### config.mk
export PLATFORM = sky130hd
export DESIGN_NAME = johnson_code_tracker
export DESIGN_NICKNAME = d
export VERILOG_FILES = /design/src/rtl/johnson_code_tracker.sv
export SDC_FILE = /design/constraint.sdc
export NUM_CORES = 1
export LEC_CHECK = 0
export CORE_ASPECT_RATIO = 1.5
export CORE_MARGIN = 10
export CORE_UTILIZATION = 59
export DETAILED_ROUTE_END_ITERATION = 8
export PLACE_DENSITY = 0.84
export SLEW_MARGIN = 10
export SYNTH_ARGS = -nofsm -noshare
export SYNTH_HDL_FRONTEND = slang
export SYNTH_SLANG_ARGS = --single-unit
export TNS_END_PERCENT = 30
### constraint.sdc
create_clock -name clk -period 11.1 [get_ports clk]
set_input_delay 3.33 -clock clk [delete_from_list [all_inputs] [get_ports clk]]
set_output_delay 3.33 -clock clk [all_outputs]
set_load 0.01 [all_outputs]
### src/rtl/johnson_code_tracker.sv
`default_nettype none
// ============================================================================
//  Module      : johnson_code_tracker
//  Description : Receive-side monitor for a WIDTH-bit Johnson counter.
//                Decodes each sampled code to a position index, classifies
//                the transition (hold / up / down / jump / illegal), acquires
//                lock after LOCK_STEPS clean transitions and then keeps a
//                wrapping net-step position accumulator.
//  Revision    : 1.0  initial release
// ============================================================================
module johnson_code_tracker #(
  parameter int WIDTH      = 4,
  parameter int IDX_W      = $clog2(2*WIDTH),
  parameter int CNT_W      = 16,
  parameter int LOCK_STEPS = 3
) (
  input  logic             clk,
  input  logic             rst,
  input  logic [WIDTH-1:0] code_in,
  input  logic             code_valid,
  input  logic             err_clr,
  output logic [IDX_W-1:0] idx,
  output logic             idx_valid,
  output logic             step_up,
  output logic             step_down,
  output logic             hold,
  output logic             jump,
  output logic             illegal,
  output logic             locked,
  output logic             err_sticky,
  output logic [CNT_W-1:0] pos
);

  // --------------------------------------------------------------------------
  // Constants
  // --------------------------------------------------------------------------
  localparam int c_seq_len = 2 * WIDTH;
  localparam int c_mcnt_w  = $clog2(LOCK_STEPS + 1);

  localparam logic [IDX_W-1:0]    c_idx_last  = IDX_W'(c_seq_len - 1);
  localparam logic [IDX_W-1:0]    c_idx_one   = IDX_W'(1);
  localparam logic [c_mcnt_w-1:0] c_mcnt_one  = c_mcnt_w'(1);
  localparam logic [c_mcnt_w-1:0] c_mcnt_lock = c_mcnt_w'(LOCK_STEPS);
  localparam logic [CNT_W-1:0]    c_pos_one   = CNT_W'(1);

  // Tracker states; UNLOCKED and ERROR both lack a trusted previous index.
  localparam logic [1:0] c_st_unlocked = 2'd0;
  localparam logic [1:0] c_st_acquire  = 2'd1;
  localparam logic [1:0] c_st_locked   = 2'd2;
  localparam logic [1:0] c_st_error    = 2'd3;

  // --------------------------------------------------------------------------
  // Reference Johnson code for sequence position k.
  // Positions 0..WIDTH-1 fill ones in from the MSB (k+1 ones); positions
  // WIDTH..2*WIDTH-1 drain them out, leaving 2*WIDTH-1-k ones at the LSB end.
  // --------------------------------------------------------------------------
  function automatic logic [WIDTH-1:0] johnson_code(input int k);
    logic [WIDTH-1:0] code;
    code = '0;
    for (int b = 0; b < WIDTH; b++) begin
      if (k < WIDTH) begin
        code[b] = (b >= (WIDTH - 1 - k));
      end else begin
        code[b] = (b < (c_seq_len - 1 - k));
      end
    end
    return code;
  endfunction

  // --------------------------------------------------------------------------
  // Registered state
  // --------------------------------------------------------------------------
  logic [1:0]          state_q,      state_d;
  logic [c_mcnt_w-1:0] mcnt_q,       mcnt_d;
  logic [IDX_W-1:0]    idx_q,        idx_d;
  logic                idx_valid_q,  idx_valid_d;
  logic                step_up_q,    step_up_d;
  logic                step_down_q,  step_down_d;
  logic                hold_q,       hold_d;
  logic                jump_q,       jump_d;
  logic                illegal_q,    illegal_d;
  logic                err_sticky_q, err_sticky_d;
  logic [CNT_W-1:0]    pos_q,        pos_d;

  // --------------------------------------------------------------------------
  // Combinational decode / classification wires
  // --------------------------------------------------------------------------
  logic                w_dec_legal;
  logic [IDX_W-1:0]    w_dec_idx;
  logic [IDX_W-1:0]    w_prev_inc;
  logic [IDX_W-1:0]    w_prev_dec;
  logic                w_is_hold;
  logic                w_is_up;
  logic                w_is_down;
  logic                w_is_jump;
  logic                w_is_clean;
  logic [c_mcnt_w-1:0] w_mcnt_inc;

  // Match code_in against every legal Johnson code; no match means illegal.
  always_comb begin
    w_dec_legal = 1'b0;
    w_dec_idx   = '0;
    for (int k = 0; k < c_seq_len; k++) begin
      if (code_in == johnson_code(k)) begin
        w_dec_legal = 1'b1;
        w_dec_idx   = IDX_W'(k);
      end
    end
  end

  // Neighbours of the stored index, wrapping around the 2*WIDTH ring.
  always_comb begin
    w_prev_inc = (idx_q == c_idx_last) ? '0 : (idx_q + c_idx_one);
    w_prev_dec = (idx_q == '0) ? c_idx_last : (idx_q - c_idx_one);
  end

  // Classify a legal decode relative to the stored previous index.
  always_comb begin
    w_is_hold  = w_dec_legal && (w_dec_idx == idx_q);
    w_is_up    = w_dec_legal && (w_dec_idx == w_prev_inc);
    w_is_down  = w_dec_legal && (w_dec_idx == w_prev_dec);
    w_is_jump  = w_dec_legal && !(w_is_hold || w_is_up || w_is_down);
    w_is_clean = w_is_hold || w_is_up || w_is_down;
    w_mcnt_inc = mcnt_q + c_mcnt_one;
  end

  // Next-state logic for the tracker FSM, pulses, index and accumulator.
  always_comb begin
    state_d      = state_q;
    mcnt_d       = mcnt_q;
    idx_d        = idx_q;
    idx_valid_d  = idx_valid_q;
    pos_d        = pos_q;
    step_up_d    = 1'b0;
    step_down_d  = 1'b0;
    hold_d       = 1'b0;
    jump_d       = 1'b0;
    illegal_d    = 1'b0;
    // A set condition below overrides this clear within the same cycle.
    err_sticky_d = err_sticky_q & ~err_clr;

    if (code_valid) begin
      case (state_q)
        // No previous index: any legal code becomes the acquisition seed.
        c_st_unlocked, c_st_error: begin
          if (w_dec_legal) begin
            idx_d       = w_dec_idx;
            idx_valid_d = 1'b1;
            mcnt_d      = '0;
            state_d     = c_st_acquire;
          end else begin
            illegal_d   = 1'b1;
          end
        end

        // Count clean transitions; a jump restarts the run from the new index.
        c_st_acquire: begin
          if (!w_dec_legal) begin
            illegal_d   = 1'b1;
            idx_valid_d = 1'b0;
            mcnt_d      = '0;
            state_d     = c_st_unlocked;
          end else if (w_is_clean) begin
            hold_d = w_is_hold;
            idx_d  = w_dec_idx;
            if (w_mcnt_inc >= c_mcnt_lock) begin
              mcnt_d  = '0;
              pos_d   = '0;
              state_d = c_st_locked;
            end else begin
              mcnt_d  = w_mcnt_inc;
            end
          end else begin
            jump_d = 1'b1;
            idx_d  = w_dec_idx;
            mcnt_d = '0;
          end
        end

        // Track single steps; any discontinuity drops to ERROR and latches err.
        c_st_locked: begin
          if (!w_dec_legal) begin
            illegal_d    = 1'b1;
            err_sticky_d = 1'b1;
            idx_valid_d  = 1'b0;
            state_d      = c_st_error;
          end else if (w_is_jump) begin
            jump_d       = 1'b1;
            err_sticky_d = 1'b1;
            idx_d        = w_dec_idx;
            state_d      = c_st_error;
          end else if (w_is_up) begin
            step_up_d    = 1'b1;
            idx_d        = w_dec_idx;
            pos_d        = pos_q + c_pos_one;
          end else if (w_is_down) begin
            step_down_d  = 1'b1;
            idx_d        = w_dec_idx;
            pos_d        = pos_q - c_pos_one;
          end else begin
            hold_d       = 1'b1;
          end
        end

        default: begin
          state_d = c_st_unlocked;
        end
      endcase
    end
  end

  // State and output registers with asynchronous reset.
  always_ff @(posedge clk or posedge rst) begin
    if (rst) begin
      state_q      <= c_st_unlocked;
      mcnt_q       <= '0;
      idx_q        <= '0;
      idx_valid_q  <= 1'b0;
      step_up_q    <= 1'b0;
      step_down_q  <= 1'b0;
      hold_q       <= 1'b0;
      jump_q       <= 1'b0;
      illegal_q    <= 1'b0;
      err_sticky_q <= 1'b0;
      pos_q        <= '0;
    end else begin
      state_q      <= state_d;
      mcnt_q       <= mcnt_d;
      idx_q        <= idx_d;
      idx_valid_q  <= idx_valid_d;
      step_up_q    <= step_up_d;
      step_down_q  <= step_down_d;
      hold_q       <= hold_d;
      jump_q       <= jump_d;
      illegal_q    <= illegal_d;
      err_sticky_q <= err_sticky_d;
      pos_q        <= pos_d;
    end
  end

  // --------------------------------------------------------------------------
  // Outputs
  // --------------------------------------------------------------------------
  assign idx        = idx_q;
  assign idx_valid  = idx_valid_q;
  assign step_up    = step_up_q;
  assign step_down  = step_down_q;
  assign hold       = hold_q;
  assign jump       = jump_q;
  assign illegal    = illegal_q;
  assign locked     = (state_q == c_st_locked);
  assign err_sticky = err_sticky_q;
  assign pos        = pos_q;

endmodule
`default_nettype wire

== After elaboration in Yosys (flattened, before gate mapping) ==
Cells that the tools add are included.
Word-level totals
  register bits after elaboration: 30
  input bits: 8
  output and inout port bits: 27
  word-level logic and storage cells: 145
Cells by class
  add/sub/neg operators: 5
  magnitude comparators: 1
  equality and inequality tests: 27
  muxes and demuxes: 78
  bitwise operators: 2
  reductions and logical operators: 21
Operator list (count)
  $mux 16: 7
  $mux 1: 41
  $mux 3: 13
  $pmux 16 s2: 1
  $mux 2: 10
  $add 16x1->16 const B: 1
  $eq 4x4->1 const B: 4
  $sub 16x1->16 const B: 1
  $ne 2x2->1 const B: 6
  $eq 3x3->1: 3
  $reduce_and 8->1: 1
  $ne 3x3->1 const B: 2
  $pmux 1 s2: 3
  $pmux 2 s3: 1
  $pmux 3 s2: 1
  $reduce_and 3->1: 2
  $reduce_and 5->1: 1
  $eq 2x2->1 const B: 2
  $eq 4x1->1 const B: 1
  $eq 4x2->1 const B: 1
  $eq 4x3->1 const B: 1
  $logic_and 1x1->1: 4
  $logic_not 4->1: 1
  $ne 2x1->1 const B: 2
  21 further kinds: 24

== Logic depth before layout (Yosys ltp) ==
Gate-level depths: netlist of run 1.
  word-level depth: 18
  mapped depth: 16
  depth with buffers taken out: 14

== Least setup slack after synthesis of run 1 ==
No wires, ideal clock.
  path type: input port to flip-flop
  from: in code_in[0]
  to: reg pos_q[15] (netlist: pos[15])
  setup time: 124 ps
  data arrival time: 6396 ps
  setup slack: 4580 ps
  stages on the path: 13
  path through: buf_6 -> nand2b_1 -> o21a_1 -> o311a_1 -> or2_1 -> ha_1 -> and3_1 -> a221oi_1 -> o31a_1 -> a22oi_1 -> xnor2_1 -> and3_1 -> a211o_1
On the way
  longest elaborated chain between the ends: 16
RTL lines
  start, declared: line 19  | input logic [WIDTH-1:0] code_in,
  $eq 4x4->1: line 104  | if (code_in == johnson_code(k)) begin
  $mux 1: line 104
  $mux 3 or $mux 1 (tied branches) (6 in series): line 104
  $eq 3x3->1, or another cell as far along: line 119  | w_is_hold = w_dec_legal && (w_dec_idx == idx_q);
  $logic_and 1x1->1 (on tied branches): line 119, 120
  $logic_or 1x1->1 (2 in series): line 122, 123
  $logic_not 1->1: line 122  | w_is_jump = w_dec_legal && !(w_is_hold || w_is_up || w_is_down);
  $logic_and 1x1->1: line 122
  $ne 2x2->1 (no source line)
  $reduce_and 8->1 (no source line)
  end signal, assigned: line 237  | pos_q <= pos_d;
  end, declared: line 83  | logic [CNT_W-1:0] pos_q, pos_d;
Parallel ways exist; a longest one is shown, timed or not. The select of a mux whose other input is x is not followed.
A chain may end at the register's enable or synchronous reset.

== Worst setup path after layout of run 1 ==
  from: in code_in[1]
  to: reg pos_q[14] (netlist: pos[14])
Same word-level chain as after synthesis.

==> results of run 1 <==
[metal layers]
layer | vias to the layer above | share of wire | wire length [microns] | GRT usage
met1 | 987 | 0.40 | 2210 | 0.179
met4 | 0 | 0.012 | 65 | 0.0572
met3 | 6 | 0.057 | 315 | 0.0361
met5 | - | 0 | 0 | 0
li1 | 1014 | - | - | -
met2 | 55 | 0.53 | 2960 | 0.285
[path summary, 6_finish.rpt]
| path | start | endpoint | slack [ns] | cells past startpoint |
|---|---|---|---|---|
| setup / recovery | code_in[1] | pos[14] | 3.70 | 13 |
| hold / removal | mcnt_q[0] | mcnt_q[0] | 0.50 | 1 |
| setup reg to reg | idx[0] | pos[14] | 6.50 | 14 |
| hold reg to reg | mcnt_q[0] | mcnt_q[0] | 0.50 | 1 |
| max in group asynchronous | rst | pos[11] | 7.40 | 3 |
| min in group asynchronous | rst | state_q[0] | 3.41 | 3 |
[cells in the final DEF, fill, tap and decap left out, types with 4 or more instances in the layout]
cell,count
clkdlybuf4s50_1,34
dfrtp_1,30
ha_1,23
nand2_1,19
a21oi_1,18
inv_1,15
a22o_1,14
o21ai_0,10
nand3_1,9
nand2b_1,7
xor2_1,7
nor3_1,7
xnor2_1,7
clkbuf_8,6
or2_1,4
o211ai_1,4
nor2_1,4
mux2i_1,4
or3_1,4
o22ai_1,4
mux2_2,4
[metrics by stage]
step	instance area (sq um)	worst slack, ns
5_1_grt	2850	3.15
2_1_floorplan	2430	4.58
3_3_place_gp	2750	3.56
3_5_place_dp	2750	3.42
4_1_cts	2850	3.73
6_report	2850	3.70
[Yosys cell counts (2+ instances only)]
| cell | number |
|---|---|
| buf_6 | 4 |
| mux2_2 | 4 |
| o21ai_1 | 2 |
| nor2_1 | 4 |
| a22o_1 | 14 |
| xor2_1 | 7 |
| or3_1 | 4 |
| nand2_1 | 19 |
| ha_1 | 23 |
| nand2b_1 | 7 |
| and3_1 | 3 |
| a211o_1 | 2 |
| a21oi_1 | 18 |
| nand3b_1 | 2 |
| inv_1 | 15 |
| xnor2_1 | 7 |
| buf_4 | 3 |
| a21o_1 | 3 |
| or2_1 | 4 |
| o21ai_0 | 10 |
| o31a_1 | 2 |
| o21bai_1 | 3 |
| nor2b_1 | 3 |
| mux2i_1 | 4 |
| a2111oi_0 | 2 |
| dfrtp_1 | 30 |
| o22ai_1 | 4 |
| nor3b_1 | 2 |
| nor3_1 | 7 |
| o31ai_1 | 2 |
| buf_2 | 3 |
| o21a_1 | 3 |
| nand3_1 | 9 |
| o211ai_1 | 4 |
[cell families (layout without fill, tap and decap cells)]
kind of cell | Yosys count | count (layout) | synth area share
compound gates | 84 | 84 | 0.255
simple gates | 71 | 71 | 0.160
flops | 30 | 30 | 0.309
buf+inv | 25 | 58 | 0.0572
fa+ha+maj | 24 | 24 | 0.127
xor+xnor | 15 | 15 | 0.0572
mux | 8 | 8 | 0.0350
[state kept, by name, summed over array words and instances, names as in the netlist]
register / cells
jump: 1
idx: 3
step_down: 1
pos: 16
err_sticky: 1
state_q: 2
illegal: 1
hold: 1
idx_valid: 1
step_up: 1
mcnt_q: 2
[power groups by stage]
stage | Sequential (mW) | Combinational, mW | Clock (mW)
finish | 0.146 | 0.320 | 0.0955
global route | 0.149 | 0.357 | 0.102
CTS | 0.146 | 0.321 | 0.0980
detailed placement | 0.148 | 0.319 | 0
global placement | 0.147 | 0.312 | 0
floorplan | 0.150 | 0.237 | 0
[area by class of cell]
type,instances,share of cell area
clock buffers,6,0.0290
well taps,45,0.0198
repair buffers,35,0.122
flip-flops and latches,30,0.264
multi-input cells,202,0.541
clock inverters,2,0.00440
inverters,15,0.0198
==> results.sh, run 1 <==
export IMPL_status="completed"
export IMPL_finalSetupViolCount=0
export IMPL_hold_buffers=0
export IMPL_synth_edff_count=0
export IMPL_chipWidth_microns=72.4
export IMPL_die_area_sq_um=7140
export IMPL_io_pins=35
export IMPL_die_y_microns=98.6
export IMPL_drv_slew=0
export IMPL_path_cells="clkdlybuf4s50_1 > nand2b_1 > o21a_1 > o311a_1 > or2_1 > ha_1 > nand3_1 > a2111oi_0 > nor2_1 > o31ai_1 > a21oi_1 > xnor2_1 > a22o_1"
export IMPL_avgSynthCellArea_sq_um=9.45
export IMPL_viasPerCell=6.16
export IMPL_synth_top_area_frac=0.309
export IMPL_layout_drive_gt1_share=0.0828
export IMPL_fmax_mhz=135
export IMPL_cts_tree="yes"
export IMPL_htree_num_levels=2
export IMPL_fin_crit_ns=7.40
export IMPL_core_sq_um=3960
export IMPL_nets=321
export IMPL_gp_congestion=0.916
export IMPL_drtPass1Iterations=5
export IMPL_drc=0
export IMPL_p_leak_nw=1.30
export IMPL_setup_tns_ns=0
export IMPL_yosysUniqueCellTypes=58
export IMPL_syn_area_sq_um=2430
export IMPL_multi_input_area_sq_um=1540
export IMPL_ys_top_cells_by_area="dfrtp_1 (31%), ha_1 (12%), a22o_1 (5.0%), a21oi_1 (3.7%), nand2_1 (2.9%)"
export IMPL_cts_made_buffers=5
export IMPL_ctsResizeCount=0
export IMPL_ff_latch_area_sq_um=751
export IMPL_ys_warn_count=0
export IMPL_antenna_found_initial=0
export IMPL_p_sw_frac=0.419
export IMPL_critPathCaptureType="register"
export IMPL_cp_slowest_cell="clkdlybuf4s50_1"
export IMPL_crit_type="in2reg"
export IMPL_crit_arrival_ns=7.57
export IMPL_fp_row_count=28
export IMPL_worstPathRequired_ns=11.27
export IMPL_fin_skew_ns=0.00821
export IMPL_grt_setup_unrepaired="false"
export IMPL_initial_core_util=0.613
export IMPL_portBuffers=34
export IMPL_vdd_drop_max_mv=0.151
export IMPL_ys_flop_type="dfrtp_1"
export IMPL_postCtsSetupRepairBufs=0
export IMPL_p_switching_mw=0.235
export IMPL_hold_class="reg2reg"
export IMPL_fin_cells=335
export IMPL_period_share=0.666
export IMPL_finalHoldWorstSlack_ns=0.498
export IMPL_seq_area_frac_synth=0.309
export IMPL_drt_iter0_markers=164
export IMPL_worstMarginPinSlew_ns=0.834
export IMPL_clock_power_share=0.170
export IMPL_slew_headroom=0.430
export IMPL_drv_cap=0
export IMPL_gr_total_overflow=0
export IMPL_hpwl_microns=4110
export IMPL_dp_cells=327
export IMPL_syn2layout_area_growth_pct=17.2
export IMPL_internal_power_mw=0.326
export IMPL_clkTransAtPathRegs_ns=0.07
export IMPL_synth_top_cell_by_area="dfrtp_1"
export IMPL_critical_path_top_delay_family="compound AO/OA/AOI/OAI gates"
export IMPL_hold_viol_final=0
export IMPL_power_density_nw_per_um2=197
export IMPL_nFillCells=317
export IMPL_wl_per_cell_microns=16.6
export IMPL_final_antenna_net_count=0
export IMPL_crit_buf_inv=1
export IMPL_cts_path_max_buffers=2
export IMPL_p_seq_frac=0.259
export IMPL_utilization=0.719
export IMPL_clk_latency_ns=0.29
export IMPL_cp_start_kind="input port"
export IMPL_synth_net_count=289
export IMPL_diodes=0
export IMPL_routed_wl_microns=5560
export IMPL_syn_inst=257
export IMPL_grt_max_degree=31
export IMPL_grt_pass1_wl_microns=9490
export IMPL_power_mw=0.561
export IMPL_routed_via_count=2062
export IMPL_root_buffer="clkbuf_8"
export IMPL_critical_path_max_stage_delay_ns=0.84
export IMPL_grt_pass1_vias=2060
export IMPL_grt_usage=0.160
export IMPL_synth_async_reset_ratio=1.00
export IMPL_clock_sinks=30
export IMPL_combPwrFrac=0.571
export IMPL_cp_max_fo=19
export IMPL_synth_seq_cells=30
No activity file was read; power rests on OpenSTA's default activity.
==> run 2, diff against run 1 <==
--- a/config.mk
+++ b/config.mk
@@ -7,9 +7,9 @@
 export LEC_CHECK = 0
 export CORE_ASPECT_RATIO = 1.5
 export CORE_MARGIN = 10
-export CORE_UTILIZATION = 59
+export CORE_UTILIZATION = 55
 export DETAILED_ROUTE_END_ITERATION = 8
-export PLACE_DENSITY = 0.84
+export PLACE_DENSITY = 0.79
 export SLEW_MARGIN = 10
 export SYNTH_ARGS = -nofsm -noshare
 export SYNTH_HDL_FRONTEND = slang
==> constraint.sdc (replaced) <==
create_clock -name clk -period 7.15 [get_ports clk]
set_input_delay 2.145 -clock clk [delete_from_list [all_inputs] [get_ports clk]]
set_output_delay 2.145 -clock clk [all_outputs]
set_load 0.01 [all_outputs]
==> results.sh, run 2 (synthesis gave the netlist of run 1 again) <==
export IMPL_largest_reg_flops=16
export IMPL_drc=0
export IMPL_r2r_cells=14
export IMPL_layout_setup_ws_ns=1.04
export IMPL_pre_cts_ws_ns=0.766
export IMPL_power_mw=0.861
export IMPL_setup_tns_ns=0
export IMPL_power_density_nw_per_um2=302
export IMPL_hold_viol_final=0
export IMPL_grt_max_degree=31
export IMPL_reg2reg_slack_ns=2.65
export IMPL_clock_power_share=0.153
export IMPL_initial_core_util=0.572
export IMPL_critical_path_max_stage_delay_ns=0.82
export IMPL_grt_usage=0.164
export IMPL_finalHoldWorstSlack_ns=0.492
export IMPL_gp_congestion=0.951
export IMPL_fin_crit_ns=6.11
export IMPL_postCtsSetupRepairBufs=0
export IMPL_status="completed"
export IMPL_fin_skew_ns=0.00595
export IMPL_internal_power_mw=0.497
export IMPL_grt_pass1_wl_microns=10100
export IMPL_reg2reg_from="idx[0]"
export IMPL_cp_start_kind="input port"
export IMPL_root_buffer="clkbuf_8"
export IMPL_drt_iter0_markers=190
export IMPL_p_seq_frac=0.264
export IMPL_chipWidth_microns=74.3
export IMPL_drtPass1Iterations=4
export IMPL_slew_headroom=0.510
export IMPL_drv_cap=0
export IMPL_die_area_sq_um=7530
export IMPL_cts_path_max_buffers=2
export IMPL_crit_path_start="code_in[1]"
export IMPL_diodes=0
export IMPL_antenna_found_initial=0
export IMPL_p_leak_nw=1.31
export IMPL_ctsResizeCount=0
export IMPL_path_cells="clkdlybuf4s50_1 > nand2b_1 > o21a_1 > o311a_1 > or2_1 > ha_1 > and3_1 > a221oi_1 > o31a_1 > a22oi_1 > xnor2_1 > and3_1 > a211o_1"
export IMPL_clkTransAtPathRegs_ns=0.07
export IMPL_crit_type="in2reg"
export IMPL_layout_drive_gt1_share=0.0859
export IMPL_fmax_mhz=164
export IMPL_nets=323
export IMPL_core_sq_um=4250
export IMPL_drv_slew=0
export IMPL_io_pins=35
export IMPL_hold_class="reg2reg"
export IMPL_combPwrFrac=0.583
export IMPL_p_sw_frac=0.422
export IMPL_timing_rr_end="pos[15]"
export IMPL_worstPathRequired_ns=7.33
export IMPL_utilization=0.670
export IMPL_cts_tree="yes"
export IMPL_grt_setup_unrepaired="false"
export IMPL_die_y_microns=101
export IMPL_htree_num_levels=2
export IMPL_setup_worst_path_end="pos[15]"
export IMPL_layout_commonest_cell="clkdlybuf4s50_1"
export IMPL_final_antenna_net_count=0
export IMPL_cp_slowest_cell="clkdlybuf4s50_1"
export IMPL_routed_via_count=2124
export IMPL_finalSetupViolCount=0
export IMPL_clk_latency_ns=0.29
export IMPL_viasPerCell=6.30
export IMPL_syn2layout_area_growth_pct=17.2
export IMPL_portBuffers=34
export IMPL_fp_row_count=29
export IMPL_wl_per_cell_microns=17.2
export IMPL_grt_pass1_vias=2201
export IMPL_clock_sinks=30
export IMPL_crit_arrival_ns=6.29
export IMPL_worstMarginPinSlew_ns=0.735
export IMPL_period_share=0.854
export IMPL_cp_max_fo=19
export IMPL_routed_wl_microns=5810
export IMPL_p_switching_mw=0.364
export IMPL_critPathCaptureType="register"
export IMPL_hpwl_microns=4200
export IMPL_crit_path_frequent_cell="and3_1"
export IMPL_vdd_drop_max_mv=0.211
export IMPL_hold_buffers=0
export IMPL_gr_total_overflow=0
export IMPL_final_cell_mix="clkdlybuf4s50_1 (34), dfrtp_1 (30), ha_1 (23)"
export IMPL_cts_made_buffers=5
-- run 2: changes by cell type in the layout (fill, tap and decap cells not counted) --
cell,change
clkinvlp_4,-1
buf_4,+2
clkbuf_8,-1
clkinv_2,+1
-- run 2: layer usage --
metal,share of wire,wire (microns),GRT usage
met4,0.018,103,0.0636
met5,0,0,0
met1,0.38,2240,0.172
met3,0.069,400,0.0470
met2,0.53,3070,0.295
-- run 2: worst max-delay path: cells and delay by family --
family	cells	cell delay, ns
XOR/XNOR	1	0.14
buffers and inverters	1	0.82
AO/OA/AOI/OAI	6	1.54
adder cells (fa/ha/maj)	1	0.48
AND/OR/NAND/NOR	4	1.14
-- run 2: layout make-up --
cell class | count | area (sq um)
clock buffers | 5 | 68.8
clock inverters | 2 | 10.0
fillers | 345 | 1400
inverters | 15 | 56.3
multi-input cells | 202 | 1540
flip-flops and latches | 30 | 751
well taps | 46 | 57.6
repair buffers | 37 | 363
-- run 2: per-stage QoR --
step           instance area, sq um  std cells
3_3_place_gp                   2770        330
6_report                       2850        337
4_1_cts                        2850        337
2_1_floorplan                  2430        257
3_5_place_dp                   2770        330
5_1_grt                        2850        337
-- run 2: worst min path at each step --
stage	startpoint	end	slack (ns)	depth (start not counted)
finish	mcnt_q[0]	mcnt_q[0]	0.49	1
global route	mcnt_q[0]	mcnt_q[0]	0.52	1
CTS	mcnt_q[0]	mcnt_q[0]	0.50	1
detailed placement	mcnt_q[0]	mcnt_q[0]	0.49	1
global placement	mcnt_q[0]	mcnt_q[0]	0.48	1
floorplan	mcnt_q[0]	mcnt_q[0]	0.46	1
-- run 2: power by group through the flow --
stage          logic, mW  clock network, mW  registers [mW]
2_1_floorplan      0.368                  0           0.232
3_3_place_gp       0.489                  0           0.228
3_5_place_dp       0.495                  0           0.229
4_1_cts            0.503              0.134           0.227
5_1_grt            0.557              0.139           0.232
6_report           0.502              0.132           0.227
==> run 3, diff against run 2 <==
--- a/config.mk
+++ b/config.mk
@@ -10,6 +10,8 @@
 export CORE_UTILIZATION = 55
 export DETAILED_ROUTE_END_ITERATION = 8
 export PLACE_DENSITY = 0.79
+export SETUP_SLACK_MARGIN = 0.02
+export SKIP_CTS_REPAIR_TIMING = 1
 export SLEW_MARGIN = 10
 export SYNTH_ARGS = -nofsm -noshare
 export SYNTH_HDL_FRONTEND = slang
==> results of run 3 <==
The final DEF is identical to that of run 2; final timing and power are the same.
